### src/rtl/alu_op_sequencer_if.sv
// Command, load, ALU-side and result signals of the ALU operation sequencer.
// The master side issues commands and stands in for the ALU; the slave side is the sequencer.
interface alu_op_sequencer_if #(
  parameter int N  = 32,
  parameter int AW = 3
);
  logic          ld_valid;
  logic [AW-1:0] ld_addr;
  logic [N-1:0]  ld_data;

  logic          cmd_valid;
  logic          cmd_ready;
  logic [4:0]    cmd_op;
  logic [AW-1:0] cmd_rs1;
  logic [AW-1:0] cmd_rs2;
  logic [AW-1:0] cmd_rd;

  logic [N-1:0]  alu_a;
  logic [N-1:0]  alu_b;
  logic [4:0]    alu_op;
  logic [N-1:0]  alu_out;
  logic [3:0]    alu_s;

  logic          res_valid;
  logic [N-1:0]  res_data;
  logic [3:0]    res_flags;
  logic          busy;

  modport master (
    output ld_valid, ld_addr, ld_data,
    output cmd_valid, cmd_op, cmd_rs1, cmd_rs2, cmd_rd,
    input  cmd_ready,
    input  alu_a, alu_b, alu_op,
    output alu_out, alu_s,
    input  res_valid, res_data, res_flags, busy
  );

  modport slave (
    input  ld_valid, ld_addr, ld_data,
    input  cmd_valid, cmd_op, cmd_rs1, cmd_rs2, cmd_rd,
    output cmd_ready,
    output alu_a, alu_b, alu_op,
    input  alu_out, alu_s,
    output res_valid, res_data, res_flags, busy
  );
endinterface

### src/rtl/alu_op_sequencer.sv
// Four-state front end for the combinational ALU: reads operands from a small register
// file, drives the ALU from registers, captures its result and writes it back.
module alu_op_sequencer #(
  parameter int N    = 32,
  parameter int REGS = 8,
  parameter int AW   = 3
) (
  input  logic                 clk,
  input  logic                 rst,
  alu_op_sequencer_if.slave    bus
);

  typedef enum logic [1:0] {
    IDLE = 2'd0,
    READ = 2'd1,
    EXEC = 2'd2,
    WB   = 2'd3
  } state_t;

  state_t        state;
  state_t        state_nxt;
  logic          accept;
  logic          load_en;

  logic [4:0]    op_q;
  logic [AW-1:0] rs1_q;
  logic [AW-1:0] rs2_q;
  logic [AW-1:0] rd_q;
  logic [N-1:0]  rf [REGS];

  // NOTE: sequential state uses non-blocking assignments so every flop samples
  // pre-edge values regardless of process evaluation order.
  always_ff @(posedge clk) begin
    if (rst) state <= IDLE;
    else     state <= state_nxt;
  end

  // NOTE: every combinational output gets a default first, so no path leaves it
  // unassigned and no latch is inferred.
  always_comb begin
    state_nxt = state;
    unique case (state)
      IDLE:    if (accept) state_nxt = READ;
      READ:    state_nxt = EXEC;
      EXEC:    state_nxt = WB;
      WB:      state_nxt = IDLE;
      default: state_nxt = IDLE;
    endcase
  end

  // A pending load always wins over a command in IDLE.
  always_comb begin
    bus.cmd_ready = (state == IDLE) && !bus.ld_valid;
    accept        = (state == IDLE) && !bus.ld_valid && bus.cmd_valid;
    load_en       = (state == IDLE) && bus.ld_valid;
  end

  // NOTE: the register file is cleared by reset, so it is built from flops with a
  // reset loop rather than mapped onto a RAM macro.
  always_ff @(posedge clk) begin
    if (rst) begin
      op_q          <= '0;
      rs1_q         <= '0;
      rs2_q         <= '0;
      rd_q          <= '0;
      bus.alu_a     <= '0;
      bus.alu_b     <= '0;
      bus.alu_op    <= '0;
      bus.res_data  <= '0;
      bus.res_flags <= '0;
      bus.res_valid <= 1'b0;
      bus.busy      <= 1'b0;
      for (int i = 0; i < REGS; i++) rf[i] <= '0;
    end else begin
      bus.res_valid <= (state_nxt == WB);
      bus.busy      <= (state_nxt != IDLE);

      if (accept) begin
        op_q  <= bus.cmd_op;
        rs1_q <= bus.cmd_rs1;
        rs2_q <= bus.cmd_rs2;
        rd_q  <= bus.cmd_rd;
      end

      if (state == READ) begin
        bus.alu_a  <= rf[rs1_q];
        bus.alu_b  <= rf[rs2_q];
        bus.alu_op <= op_q;
      end

      if (state == EXEC) begin
        bus.res_data  <= bus.alu_out;
        bus.res_flags <= bus.alu_s;
      end

      // Loads only happen in IDLE and write-back only in WB, so they never collide.
      if (load_en)          rf[bus.ld_addr] <= bus.ld_data;
      else if (state == WB) rf[rd_q]        <= bus.res_data;
    end
  end

endmodule

### src/flat_wrapper.sv
// flat-port wrapper written by rule: the top's interface ports become plain ports
module alu_op_sequencer_flat 
#(
  parameter int N    = 32,
  parameter int REGS = 8,
  parameter int AW   = 3
)
  (clk, rst, bus_ld_valid, bus_ld_addr, bus_ld_data, bus_cmd_valid, bus_cmd_op, bus_cmd_rs1, bus_cmd_rs2, bus_cmd_rd, bus_cmd_ready, bus_alu_a, bus_alu_b, bus_alu_op, bus_alu_out, bus_alu_s, bus_res_valid, bus_res_data, bus_res_flags, bus_busy);
  alu_op_sequencer_if #(.N(N), .AW(AW)) bus_i ();
  input  logic clk;
  input  logic rst;
  input wire logic [$bits(bus_i.ld_valid)-1:0] bus_ld_valid;
  input wire logic [$bits(bus_i.ld_addr)-1:0] bus_ld_addr;
  input wire logic [$bits(bus_i.ld_data)-1:0] bus_ld_data;
  input wire logic [$bits(bus_i.cmd_valid)-1:0] bus_cmd_valid;
  input wire logic [$bits(bus_i.cmd_op)-1:0] bus_cmd_op;
  input wire logic [$bits(bus_i.cmd_rs1)-1:0] bus_cmd_rs1;
  input wire logic [$bits(bus_i.cmd_rs2)-1:0] bus_cmd_rs2;
  input wire logic [$bits(bus_i.cmd_rd)-1:0] bus_cmd_rd;
  output wire logic [$bits(bus_i.cmd_ready)-1:0] bus_cmd_ready;
  output wire logic [$bits(bus_i.alu_a)-1:0] bus_alu_a;
  output wire logic [$bits(bus_i.alu_b)-1:0] bus_alu_b;
  output wire logic [$bits(bus_i.alu_op)-1:0] bus_alu_op;
  input wire logic [$bits(bus_i.alu_out)-1:0] bus_alu_out;
  input wire logic [$bits(bus_i.alu_s)-1:0] bus_alu_s;
  output wire logic [$bits(bus_i.res_valid)-1:0] bus_res_valid;
  output wire logic [$bits(bus_i.res_data)-1:0] bus_res_data;
  output wire logic [$bits(bus_i.res_flags)-1:0] bus_res_flags;
  output wire logic [$bits(bus_i.busy)-1:0] bus_busy;
  assign bus_i.ld_valid = bus_ld_valid;
  assign bus_i.ld_addr = bus_ld_addr;
  assign bus_i.ld_data = bus_ld_data;
  assign bus_i.cmd_valid = bus_cmd_valid;
  assign bus_i.cmd_op = bus_cmd_op;
  assign bus_i.cmd_rs1 = bus_cmd_rs1;
  assign bus_i.cmd_rs2 = bus_cmd_rs2;
  assign bus_i.cmd_rd = bus_cmd_rd;
  assign bus_cmd_ready = bus_i.cmd_ready;
  assign bus_alu_a = bus_i.alu_a;
  assign bus_alu_b = bus_i.alu_b;
  assign bus_alu_op = bus_i.alu_op;
  assign bus_i.alu_out = bus_alu_out;
  assign bus_i.alu_s = bus_alu_s;
  assign bus_res_valid = bus_i.res_valid;
  assign bus_res_data = bus_i.res_data;
  assign bus_res_flags = bus_i.res_flags;
  assign bus_busy = bus_i.busy;
  alu_op_sequencer #(.N(N), .REGS(REGS), .AW(AW)) u_core (.clk(clk), .rst(rst), .bus(bus_i));
endmodule
### config.mk
export PLATFORM = sky130hd
export DESIGN_NAME = alu_op_sequencer_flat
export DESIGN_NICKNAME = d
export VERILOG_FILES = /design/src/rtl/alu_op_sequencer_if.sv /design/src/rtl/alu_op_sequencer.sv /design/src/flat_wrapper.sv
export SDC_FILE = /design/constraint.sdc
export NUM_CORES = 1
export LEC_CHECK = 0
export CAP_MARGIN = 20
export CORE_ASPECT_RATIO = 1.75
export CORE_UTILIZATION = 51
export DETAILED_ROUTE_END_ITERATION = 6
export PLACE_DENSITY_LB_ADDON = 0.1
export SYNTH_ARGS = -nofsm -noshare
export SYNTH_HDL_FRONTEND = slang
export SYNTH_SLANG_ARGS = --single-unit
### constraint.sdc
create_clock -name clk -period 2.7 [get_ports clk]
set_clock_uncertainty 0.2 [all_clocks]
set_input_delay 0.54 -clock clk [delete_from_list [all_inputs] [get_ports clk]]
set_output_delay 0.54 -clock clk [all_outputs]
set_load 0.01 [all_outputs]
# Word level (Yosys, flattened, before mapping)
# Memory sizes are Yosys's and may differ from the RTL's. A register that Yosys moved wholly into a read port is not among the register bits.
# Cells that the tools add are included.
# op_classes
eq_ne	4
muxes	17
reduce_logical	8
# op_table
operator	n
2-to-1 mux 32 bit	2
OR reduction 32 bit	2
2-to-1 mux 1 bit	11
one-hot mux 2 bit (4 select lines)	1
equality test 2 bit (second input constant)	3
2-to-1 mux 3 bit	2
logical AND 1 bit	3
equality test 2 x 1 -> 1 bit (second input constant)	1
zero test 2 bit	1
2-to-1 mux 2 bit	1
nonzero test 2 bit	1
zero test 1 bit	1
# totals
memories	1
ram_bits	256
input_bits	89
regBits	59
output_inout_bits	108
# mem_list
name	depth	width	rd	rd_ports_with_merged_regs	write_ports	line_no	source
u_core.rf	8	32	2	2	8	alu_op_sequencer.sv:29	logic [N-1:0] rf [REGS];

# Longest topological paths before layout
# Gate-level depths: netlist (run 1).
# depth
ltp_word	8
ltp_mapped	7
depth_no_buf	6

# Worst setup path after synthesis (run 1)
# No wires, ideal clock.
# synth_path
kind	input-to-reg
startpoint	in rst
endpoint	mem u_core.rf[2][0] (enable)
setup_slack_ps	101
path_buffers	1
t_arrival_ps	2005
required_ps	2106
cell_stages	5
cell_sequence	clkbuf_1 -> nor4bb_1 -> a31o_2 -> nand2_1 -> nand2b_1
# synth_rtl
element	line_no	source
start, declared	flat_wrapper.sv:11	input logic rst;
end, declared	alu_op_sequencer.sv:29	

# Final worst setup path (run 1)
# layout_path
startpoint	reg u_core.state[0]
endpoint	out bus_cmd_ready
# layout_via
elab_chain_cells	2
# layout_lines
element	line_no	source
start, declared	alu_op_sequencer.sv:20	state_t state;
start signal, assigned	alu_op_sequencer.sv:35	else state <= state_nxt;
zero test 2 bit	alu_op_sequencer.sv:53	bus.cmd_ready = (state == IDLE) && !bus.ld_valid;
logical AND 1 bit	alu_op_sequencer.sv:53	
end, declared	flat_wrapper.sv:20	output wire logic [$bits(bus_i.cmd_ready)-1:0] bus_cmd_ready;
# Every way passes these cells.

==> qor.csv, run 1 <==
metric;value;unit
Max Slew Vio Count;0;
#FFs+latches synth;379;
Setup Total Neg Slack;0;ns
Clk Latency, worst-skew pair;0.54;ns
setup bufs post-CTS;0;
synthesized area;18000;um^2
Net Sw Frac;30.7;%
WS Path Type;flip-flop to output pin;
NumNets Final;1785;
pin count of the biggest net entering global routing;134;
Placed Cells incl. Taps;2114;
grt total ovfl;0;
fill count;2783;
worst-margin pin slew;0.834;ns
fmax;403;MHz
Root Buffer;clkbuf_16;
I/O Buffers;196;
Crit path required time;1.96;ns
post-DR wirelength/cell;22.7;um
multi-input logic area;7200;um^2
MaxCap Viol Count;0;
CTS H-tree depth;2;
worst vdd ir;0.000694;V
dpl hpwl;31100;um
1st-pass router iterations;5;
antenna cells;0;
Sequential Power Share;41.7;%
Overall Global Routing Usage;27.7;%
post-route cell area;22200;um^2
syn nets;1573;
total vias in the final route;12800;
Die Area;36000;um^2
Final period util;92.0;%
vias per inst;5.89;
hold_buf cts;0;
Initial Util;51.9;%
Total Routed Length;49600;um
Int Power;12.6;mW
worst hold path type;input port to flip-flop;
first-pass GRT wire length;74400;um
pwr/cell area;821;nW/um^2
Slew HR;44.3;%
minimum clock period after layout;2.48;ns
CTS buffer count;36;
Routed Antenna Nets;0;
Die X;144;um
I/O Pins;197;
vias in the first global route;13100;
Startpoint Class;flip-flop;
Ys Warns;0;
initial antenna violation count;0;
post-synthesis sequential area ratio;56.5;%
CTS max path bufs;3;
Storage cell area;10200;um^2
Rows;90;
post-cts sizing count;3;
leak pwr;7.97;nW
Switching Power;5.58;mW
Syn Area/Cell;12.1;um^2
CTS tree;done;
Worst Setup End Kind;output pin;
Post-synth top flop;edfxtp_1;
final-report setup violation count;0;
final hold vios;0;
worst path cell trace;inv_1 -> ha_2 -> nor2b_2 -> dlygate4sd2_1;
Die Span Y;250;um
area grow syn2layout;23.5;%
Clk network pwr share;28.4;%
Sink Count;379;
Worst path max stage delay;0.42;ns
Core Area;34600;um^2
Worst Path Max Fanout;5;
Iteration-0 DRC Markers;854;
crit path DAT;1.74;ns
Area after DPL;21000;um^2
Worst-path clk slew;0.07;ns
status;finished, final reports clean;
asr flop ratio synth;0;%
Post-synth EDFFs;256;
Finished Layout Cells;2180;
combinational share of power;29.9;%
Max stage delay cell, worst path;dfxtp_1;
Residual DRC;0;
layout cells sized above 1;17.4;%
cell count after synthesis;1480;
Distinct cells, synth;32;
RSZ-0062 raised after global routing;false;
GPL Wtd Cong;0.805;
[layout by cell type (no fill, tap or decap), drive strengths merged, types with 2 or more instances in the layout]
cell type,count
o221ai,15
o22ai,49
a211oi,64
a31o,3
a21oi,16
a221o,49
mux2i,202
clkbuf,44
clkdlybuf4s50,194
clkinv,16
nand2b,13
dfxtp,123
ha,4
a22oi,15
edfxtp,256
inv,7
bufinv,2
nor2b,6
nor2,366
nor4bb,2
mux2,128
nand2,42
buf,97
[flip-flops by register name, summed over array words and instances, names as in the netlist]
name	flops
u_core.bus.res_valid	1
u_core.rs1_q	3
u_core.bus.alu_op	5
u_core.bus.res_data	32
u_core.rd_q	3
u_core.bus.alu_b	32
u_core.state	2
u_core.op_q	5
u_core.rs2_q	3
u_core.rf	256
u_core.bus.res_flags	4
u_core.bus.alu_a	32
u_core.bus.busy	1
[layer usage]
layer,vias up,GRT usage [%],wire (um)
met5,-,0,0
met4,0,11.8,1940
met3,130,3.57,2520
met2,413,50.3,26300
met1,6400,32.1,18900
li1,5893,-,-
[power groups by stage]
stage / registers [mW] / logic, mW / clock network (mW)
2_1_floorplan: 7.84 / 2.95 / 0
3_3_place_gp: 7.67 / 5.39 / 0
3_5_place_dp: 7.71 / 5.45 / 0
4_1_cts: 7.59 / 5.49 / 5.23
5_1_grt: 7.69 / 5.80 / 5.47
6_report: 7.59 / 5.44 / 5.17
[synth_stat cells, types with 4 or more instances]
master / count / area, um^2
nor2_1: 366 / 1370
edfxtp_1: 256 / 7690
mux2i_1: 202 / 2020
dfxtp_1: 123 / 2460
clkbuf_1: 78 / 293
mux2_1: 65 / 732
mux2_2: 63 / 709
a211oi_2: 49 / 613
a221o_1: 49 / 490
o22ai_1: 49 / 307
nand2_1: 42 / 158
a21oi_1: 16 / 80.1
a211oi_1: 15 / 113
a22oi_1: 15 / 113
o221ai_1: 15 / 131
buf_2: 13 / 65.1
nand2b_1: 13 / 81.3
buf_6: 10 / 113
buf_12: 6 / 120
nor2b_1: 6 / 37.5
buf_1: 4 / 15.0
buf_8: 4 / 60.1
ha_1: 4 / 50.1
inv_1: 4 / 15.0
[per-stage QoR]
step / hold WS [ns] / util (%) / setup WS [ns] / power, mW
6_report: 0.0254 / 64.1 / 0.216 / 18.2
5_1_grt: 0.0190 / 64.1 / 0.164 / 19.0
4_1_cts: 0.00324 / 64.1 / 0.200 / 18.3
3_5_place_dp: 0.249 / 60.7 / 0.170 / 13.2
3_3_place_gp: 0.243 / 60.7 / 0.179 / 13.1
2_1_floorplan: 0.236 / - / 0.101 / 10.8
[critical path, delay by kind of cell, from the launching register on]
kind                     cells  cell delay, ns
adder cells (fa/ha/maj)      1            0.23
AND/OR/NAND/NOR              1            0.17
buffers and inverters        2            0.39
flip-flops                   1            0.42
[logic make-up after synthesis]
logic type / count (synthesis) / share of synthesized area, %
AND/OR/NAND/NOR: 433 / 9.50
adder cells (fa/ha/maj): 4 / 0.279
multiplexers: 330 / 19.3
AO/OA/AOI/OAI: 212 / 10.5
flip-flops: 379 / 56.5
buffers and inverters: 122 / 3.92
[layout make-up]
type                       count  area share [%]
sequential                   379            45.8
multi-input combinational    979            32.5
timing repair buffer         292            13.7
clock buffer                  44            4.58
tap                          460            2.60
clock inverter                22           0.790
inverter                       4          0.0677
[path summary, 6_finish.rpt]
kind	slack [ns]	from	end	cells after the start
min	0.03	rst	u_core.bus.alu_b[2]	2
max	0.22	u_core.state[0]	bus_cmd_ready	4
max reg2reg	0.42	u_core.state[0]	u_core.rf[5][19]	6
min reg2reg	0.26	u_core.op_q[3]	u_core.op_q[3]	2
(Power assumes the default switching activity.)
==> run 2, diff against run 1 <==
--- a/config.mk
+++ b/config.mk
@@ -10,6 +10,7 @@
 export CORE_UTILIZATION = 51
 export DETAILED_ROUTE_END_ITERATION = 6
 export PLACE_DENSITY_LB_ADDON = 0.1
+export SKIP_LAST_GASP = 1
 export SYNTH_ARGS = -nofsm -noshare
 export SYNTH_HDL_FRONTEND = slang
 export SYNTH_SLANG_ARGS = --single-unit
==> results of run 2 <==
The final DEF is identical to that of run 1; final timing and power are the same.
